[config.mk]
export PLATFORM = sky130hd
export DESIGN_NAME = enemy_hit_tracker
export DESIGN_NICKNAME = d
export VERILOG_FILES = /design/src/rtl/enemy_hit_tracker.sv
export SDC_FILE = /design/constraint.sdc
export NUM_CORES = 1
export LEC_CHECK = 0
export ABC_AREA = 1
export CAP_MARGIN = 40
export CORE_UTILIZATION = 63
export DETAILED_ROUTE_END_ITERATION = 7
export PLACE_DENSITY = 0.86
export SYNTH_ARGS = -nofsm -noshare
export SYNTH_HDL_FRONTEND = slang
export SYNTH_SLANG_ARGS = --single-unit
[constraint.sdc]
create_clock -name i_clk -period 6.62 [get_ports i_clk]
set_input_delay 1.655 -clock i_clk [delete_from_list [all_inputs] [get_ports i_clk]]
set_output_delay 1.655 -clock i_clk [all_outputs]
set_load 0.02 [all_outputs]
[src/rtl/enemy_hit_tracker.sv]
// Per-frame collision, lifeforce and score manager for N enemy ships and the player.
// Overlaps are latched during the scan and committed once per frame on i_animate.
module enemy_hit_tracker #(
  parameter int N_ENEMY        = 4,
  parameter int RESPAWN_FRAMES = 120,
  parameter int LIVES          = 3,
  parameter int INVULN_FRAMES  = 60,
  parameter int POINTS         = 10,
  parameter int SCORE_W        = 16
) (
  input  logic               i_clk,
  input  logic               i_rst_n,
  input  logic               i_pix_stb,
  input  logic               i_animate,
  input  logic               i_paused,
  input  logic               i_pbullet,
  input  logic               i_player_px,
  input  logic               i_ebullet,
  input  logic [N_ENEMY-1:0] i_enemy_px,
  output logic [N_ENEMY-1:0] o_alive,
  output logic               o_bullet_kill,
  output logic               o_player_hit,
  output logic [2:0]         o_lives,
  output logic [SCORE_W-1:0] o_score,
  output logic               o_game_over
);

  typedef enum logic {ST_PLAY, ST_GAME_OVER} state_t;

  localparam logic [7:0]         RESP_INIT   = 8'(RESPAWN_FRAMES);
  localparam logic [7:0]         INVULN_INIT = 8'(INVULN_FRAMES);
  localparam logic [2:0]         LIVES_INIT  = 3'(LIVES);
  localparam int                 SUM_W       = SCORE_W + 33;
  localparam logic [SCORE_W-1:0] SCORE_MAX   = {SCORE_W{1'b1}};

  state_t               state_reg, state_next;
  logic [N_ENEMY-1:0]   pend_e_reg, pend_e_next;
  logic [N_ENEMY-1:0]   alive_reg, alive_next;
  logic [7:0]           resp_reg  [N_ENEMY];
  logic [7:0]           resp_next [N_ENEMY];
  logic                 pend_p_reg, pend_p_next;
  logic [7:0]           invuln_reg, invuln_next;
  logic [2:0]           lives_reg, lives_next;
  logic [SCORE_W-1:0]   score_reg, score_next;
  logic                 kill_reg, kill_next;

  logic                 sample_en;
  logic                 commit_en;
  logic [4:0]           hit_cnt;
  logic [31:0]          add_pts;
  logic [SUM_W-1:0]     score_sum;

  // A sample coincident with the frame strobe is dropped; the strobe always clears pending flags.
  assign sample_en = (state_reg == ST_PLAY) & i_pix_stb & ~i_animate;
  assign commit_en = i_animate & (state_reg == ST_PLAY) & ~i_paused;

  genvar gi;
  generate
    for (gi = 0; gi < N_ENEMY; gi++) begin : g_enemy
      assign pend_e_next[gi] = i_animate ? 1'b0
                             : (pend_e_reg[gi] | (sample_en & i_pbullet & i_enemy_px[gi] & alive_reg[gi]));

      always_comb begin
        alive_next[gi] = alive_reg[gi];
        resp_next[gi]  = resp_reg[gi];
        if (commit_en) begin
          if (pend_e_reg[gi]) begin
            alive_next[gi] = 1'b0;
            resp_next[gi]  = RESP_INIT;
          end else if (!alive_reg[gi] && resp_reg[gi] != 8'd0) begin
            resp_next[gi] = resp_reg[gi] - 8'd1;
            if (resp_reg[gi] == 8'd1) alive_next[gi] = 1'b1;
          end
        end
      end
    end
  endgenerate

  always_comb begin
    hit_cnt = 5'd0;
    for (int k = 0; k < N_ENEMY; k++) hit_cnt = hit_cnt + 5'(pend_e_reg[k]);
  end

  assign add_pts   = 32'(POINTS) * 32'(hit_cnt);
  assign score_sum = SUM_W'(score_reg) + SUM_W'(add_pts);

  always_comb begin
    state_next  = state_reg;
    score_next  = score_reg;
    lives_next  = lives_reg;
    invuln_next = invuln_reg;
    kill_next   = 1'b0;
    pend_p_next = pend_p_reg;

    if (i_animate)
      pend_p_next = 1'b0;
    else if (sample_en && i_ebullet && i_player_px && invuln_reg == 8'd0)
      pend_p_next = 1'b1;

    if (commit_en) begin
      kill_next  = |pend_e_reg;
      score_next = (score_sum > SUM_W'(SCORE_MAX)) ? SCORE_MAX : score_sum[SCORE_W-1:0];
      if (pend_p_reg) begin
        lives_next  = (lives_reg == 3'd0) ? 3'd0 : lives_reg - 3'd1;
        invuln_next = INVULN_INIT;
        if (lives_reg <= 3'd1) state_next = ST_GAME_OVER;
      end else if (invuln_reg != 8'd0) begin
        invuln_next = invuln_reg - 8'd1;
      end
    end
  end

  always_ff @(posedge i_clk) begin
    if (!i_rst_n) begin
      state_reg  <= ST_PLAY;
      pend_e_reg <= '0;
      alive_reg  <= '1;
      pend_p_reg <= 1'b0;
      invuln_reg <= 8'd0;
      lives_reg  <= LIVES_INIT;
      score_reg  <= '0;
      kill_reg   <= 1'b0;
      for (int k = 0; k < N_ENEMY; k++) resp_reg[k] <= 8'd0;
    end else begin
      state_reg  <= state_next;
      pend_e_reg <= pend_e_next;
      alive_reg  <= alive_next;
      pend_p_reg <= pend_p_next;
      invuln_reg <= invuln_next;
      lives_reg  <= lives_next;
      score_reg  <= score_next;
      kill_reg   <= kill_next;
      for (int k = 0; k < N_ENEMY; k++) resp_reg[k] <= resp_next[k];
    end
  end

  assign o_alive       = alive_reg;
  assign o_bullet_kill = kill_reg;
  assign o_player_hit  = (invuln_reg != 8'd0);
  assign o_lives       = lives_reg;
  assign o_score       = score_reg;
  assign o_game_over   = (state_reg == ST_GAME_OVER);

endmodule

== Word-level counts from Yosys, hierarchy flattened ==
Memory sizes are Yosys's and may differ from the RTL's.
Index checks and enable logic that the tools add are counted.
W data, S select, Z words.
Word-level totals
  register bits: 38
  RAM bits: 32
  input bits: 12
  logic and storage cells: 125
  memories kept: 1
Memories
  resp_reg: depth 4, width 8, rd ports 4, clocked after memory_dff 0, wr ports 4, line 39  | logic [7:0] resp_reg [N_ENEMY];
Operators by class
  $add $sub $neg: 10
  multiply operators: 1
  $lt $le $gt $ge: 2
  equality and inequality tests: 4
  multiplexer cells: 34
  bitwise logic cells: 25
  reductions and logical operators: 37
Operators with widths (count)
  $mux W8: 18
  $reduce_bool A8 Y1: 5
  $sub A8 B1 Y8 const B: 5
  $eq A8 B1 Y1 const B: 4
  $reduce_bool A2 Y1: 9
  $add A16 B8 Y17: 1
  $gt A17 B16 Y1 const B: 1
  $mux W16: 1
  $reduce_and A3 Y1: 5
  $mux W1: 14
  $and A1 B1 Y1: 13
  $logic_not A8 Y1: 1
  $or A1 B1 Y1: 8
  $logic_and A1 B1 Y1: 7
  $mul A3 B4 Y7 const A: 1
  $reduce_and A2 Y1: 3
  $add A3 B1 Y4: 1
  $logic_not A1 Y1: 4
  $not A1 Y1: 4
  $reduce_or A4 Y1: 1
  $add A2 B1 Y3: 1
  $le A3 B1 Y1 const B: 1
  $logic_not A3 Y1: 1
  $mux W3: 1
  other kinds (3): 3

== Logic depth before layout (Yosys ltp) ==
  depth in word-level cells: 7
  gate-level depth with buffers: 18
  gate-level depth less buffers: 18

== Worst setup path after synthesis ==
OpenSTA, ideal clock, no wires.
  path kind: register to register
  start: reg pend_e_reg[0]
  end: reg score_reg[6] (netlist: o_score[6])
  arrival time: 2.832 ns
  required time: 6.546 ns
  setup slack: 3.714 ns
  stages on the path, launching flop included: 14
  clock period less this slack: 2.906 ns
  path through: dfxtp_1 > fa_1 > ha_1 > ha_1 > ha_1 > ha_1 > ha_1 > nand2_1 > nor2_1 > nand3_1 > nand2_2 > nand3_2 > buf_6 > a31oi_1
On the way
  word-level cells in the longest chain between the ends: 7
Ends and longest elaborated chain
  start, declared: line 37  | logic [N_ENEMY-1:0] pend_e_reg, pend_e_next;
  start signal, assigned: line 126  | pend_e_reg <= pend_e_next;
  $add A1 B1 Y2 (*): line 81  | for (int k = 0; k < N_ENEMY; k++) hit_cnt = hit_cnt + 5'(pend_e_reg[k]);
  $add A2 B1 Y3 (*): line 81
  $add A3 B1 Y4 (*): line 81
  $mul A3 B4 Y7 (*): line 84  | assign add_pts = 32'(POINTS) * 32'(hit_cnt);
  $add A16 B8 Y17 (*): line 85  | assign score_sum = SUM_W'(score_reg) + SUM_W'(add_pts);
  $gt A17 B16 Y1: line 102  | score_next = (score_sum > SUM_W'(SCORE_MAX)) ? SCORE_MAX : score_sum[SCORE_W-1:0];
  $mux W16 (*): line 102
  end signal, assigned: line 131  | score_reg <= score_next;
  end, declared: line 44  | logic [SCORE_W-1:0] score_reg, score_next;
Every way passes the cells marked *; elsewhere a longest branch is shown, timed or not.
A chain may end at the register's enable or synchronous reset.

== Worst setup path after layout ==
  start: reg invuln_reg[0]
  end: out o_player_hit
On the way
  word-level cells in the longest chain between the ends: 1
Ends and longest elaborated chain
  start, declared: line 42  | logic [7:0] invuln_reg, invuln_next;
  start signal, assigned: line 129  | invuln_reg <= invuln_next;
  $reduce_bool A8 Y1: line 139  | assign o_player_hit = (invuln_reg != 8'd0);
  end, declared: line 22  | output logic o_player_hit,
Every way passes these cells.

==> results.sh <==
export IMPL_outcome="finished with violations"
export IMPL_violations="DRC"
export IMPL_combPwrFrac_pct=31.2
export IMPL_dr_pass1_iters=8
export IMPL_pwr_share_clk_pct=28.2
export IMPL_grt_max_degree=35
export IMPL_cp_required_ns=4.97
export IMPL_start_util_pct=65.8
export IMPL_slew_violations=0
export IMPL_hold_start="invuln_reg[0]$_SDFFE_PN0P_"
export IMPL_wl_per_cell_microns=13.4
export IMPL_cap_violations=0
export IMPL_io_pin_count=38
export IMPL_yosysSeqAreaShare_pct=33.2
export IMPL_critPathLaunch="invuln_reg[0]$_SDFFE_PN0P_"
export IMPL_die_w_microns=83.9
export IMPL_crit_arrival_ns=2.01
export IMPL_synthArstFlopShare_pct=0
export IMPL_worst_pin_slew_ns=0.851
export IMPL_clock_latency_ns=0.35
export IMPL_final_setup_viol_count=0
export IMPL_max_freq_mhz=273
export IMPL_vias=4077
export IMPL_routabilityCongestion=0.926
export IMPL_fp_dieH_microns=83.9
export IMPL_layout_drive_gt1_share_pct=7.20
export IMPL_antenna_found_initial=0
export IMPL_fin_skew_ns=0.0101
export IMPL_antennaDiodeCount=0
export IMPL_p_sw_share_pct=34.7
export IMPL_p_sw_mw=0.414
export IMPL_first_iter_violations=215
export IMPL_ctsResizeCount=0
export IMPL_cp_endpoint="o_player_hit"
export IMPL_cts_sinks=70
export IMPL_row_count=29
export IMPL_start_kind="flop"
export IMPL_route_final_wire_length_microns=9760
export IMPL_yosysWarnings=0
export IMPL_antenna_left=0
export IMPL_p_int_mw=0.777
export IMPL_largest_reg_flops=32
export IMPL_power_frac_seq_pct=40.7
export IMPL_r2r_setup_slack_ns=3.14
export IMPL_clockRootBuffer="clkbuf_8"
export IMPL_syn_inst=611
export IMPL_track_usage_pct=29.2
export IMPL_cp_end_kind="primary output"
export IMPL_leakagePower_nw=2.11
export IMPL_hold_path_class="flop to flop"
export IMPL_clk_pin_slew_worst_paths_ns=0.07
export IMPL_yosysMostFrequentCell="nand2_1"
export IMPL_holdBufCountCts=0
export IMPL_dpl_hpwl_microns=7020
export IMPL_area_growth_pct=14.0
export IMPL_synth_area_leaders="dfxtp_1, nand2_1, nand3_1, ha_1, inv_1"
export IMPL_nets=687
export IMPL_numCtsBuffers=9
export IMPL_min_period_ns=3.66
export IMPL_syn_area_sq_mm=0.00423
export IMPL_cp_max_fo=5
export IMPL_synth_edf_count=0
export IMPL_ys_ff_latch=70
export IMPL_rsz0062_at_grt="false"
export IMPL_worstReg2RegStart="pend_e_reg[1]$_SDFF_PP0_"
export IMPL_grt_pass1_vias=3865
export IMPL_grt_overflow=0
export IMPL_maxSlewHeadroom_pct=43.1
export IMPL_drc=4
export IMPL_die_area_sq_mm=0.00704
export IMPL_io_buffers=37
export IMPL_synth_largest_area_cell="dfxtp_1"
export IMPL_min_period_over_period_pct=55.3
export IMPL_grt_pass1_wl_microns=16700
export IMPL_fin_setup_tns_ns=0
export IMPL_finalHoldViolCount=0
export IMPL_r2r_end="o_score[11]$_SDFFE_PN0P_"
export IMPL_worstSetupPathType="flop to primary output"
export IMPL_avgSynthCellArea_sq_um=6.92
export IMPL_cts_max_level=3
export IMPL_cts_setup_buffers=0
export IMPL_whs_ns=0.471
export IMPL_rr_worst_depth=14
export IMPL_core_area_sq_mm=0.00642
export IMPL_netlist_top_cells_count="nand2_1, inv_1, dfxtp_1"
export IMPL_synth_top_area_share_pct=33.2
export IMPL_vias_per_cell=5.58
export IMPL_dominantRegCellSynth="dfxtp_1"
export IMPL_power_density_mw_per_mm2=247
export IMPL_tritoncts="done"
export IMPL_clockBufferDepth=2
export IMPL_synth_fp_nets=649
export IMPL_ir_worst_vdd_v=0.000311
export IMPL_ys_types=37
[power groups by stage]
| stage | clock network, mW | logic, mW | registers, mW |
|---|---|---|---|
| 3_5_place_dp | 0 | 0.367 | 0.493 |
| 3_3_place_gp | 0 | 0.356 | 0.491 |
| 4_1_cts | 0.336 | 0.370 | 0.483 |
| 6_report | 0.335 | 0.371 | 0.484 |
| 2_1_floorplan | 0 | 0.266 | 0.493 |
| 5_1_grt | 0.357 | 0.421 | 0.488 |
[through the flow]
step	area [sq um]	instances	power [mW]	worst slack (ns)	utilization [%]
5_1_grt	4820	730	1.27	2.81	75.0
2_1_floorplan	4230	611	0.759	3.71	-
4_1_cts	4820	730	1.19	2.95	75.0
6_report	4820	730	1.19	2.96	75.0
3_3_place_gp	4640	715	0.847	2.93	72.2
3_5_place_dp	4640	715	0.860	2.84	72.2
[final cells by class]
type                    instances  area (sq um)
multi-input cells             444          2430
fillers                       497          1600
flip-flops and latches         70          1400
repair buffers                 39           385
inverters                      85           324
clock buffers                  11           131
well taps                      77          96.3
clock inverters                 4          48.8
[critical path, stage by stage (launching register included)]
cell,delay (ns)
dfxtp_1,0.32
inv_1,0.12
ha_1,0.22
nand2_1,0.09
nor2_1,0.14
nand3_1,0.18
clkdlybuf4s50_1,0.59
[metal layers]
layer	global-route usage (%)	up-vias	wire, microns
met4	10.5	0	159
met2	49.6	138	4700
met1	37.1	1864	4370
li1	-	2055	-
met5	0	-	0
met3	5.14	20	531
[how the worst min path moves through the flow]
stage	end	slack, ns	depth (start not counted)
2_1_floorplan	invuln_reg[0]$_SDFFE_PN0P_	0.44	2
3_3_place_gp	invuln_reg[0]$_SDFFE_PN0P_	0.45	2
3_5_place_dp	invuln_reg[0]$_SDFFE_PN0P_	0.46	2
4_1_cts	invuln_reg[0]$_SDFFE_PN0P_	0.47	2
5_1_grt	resp_reg[2][5]$_SDFFE_PN0P_	0.50	2
6_report	invuln_reg[0]$_SDFFE_PN0P_	0.47	2
[logic make-up (layout without fill, tap and decap cells)]
| kind of cell | after synthesis | in the layout | share of synthesized area, % |
|---|---|---|---|
| simple gates | 286 | 286 | 30.3 |
| compound gates | 104 | 104 | 13.4 |
| buf+inv | 97 | 139 | 9.30 |
| flops | 70 | 70 | 33.2 |
| xor+xnor | 28 | 28 | 5.80 |
| fa+ha+maj | 26 | 26 | 8.05 |
[layout by cell type (no fill, tap or decap), drive strengths merged]
cell type      count
nand3b             1
nor3               4
clkdlybuf4s50     37
buf                2
nand2            141
nor2              61
o21a               1
nand3             65
o21bai             1
clkinv             5
a21oi             57
o31ai              1
fa                 2
nand4             11
dfxtp             70
xnor2             15
o311ai             1
xor2              13
or2                3
bufinv             1
ha                24
o21ai             36
a31oi              7
clkbuf            11
inv               83
(Power assumes the default switching activity.)
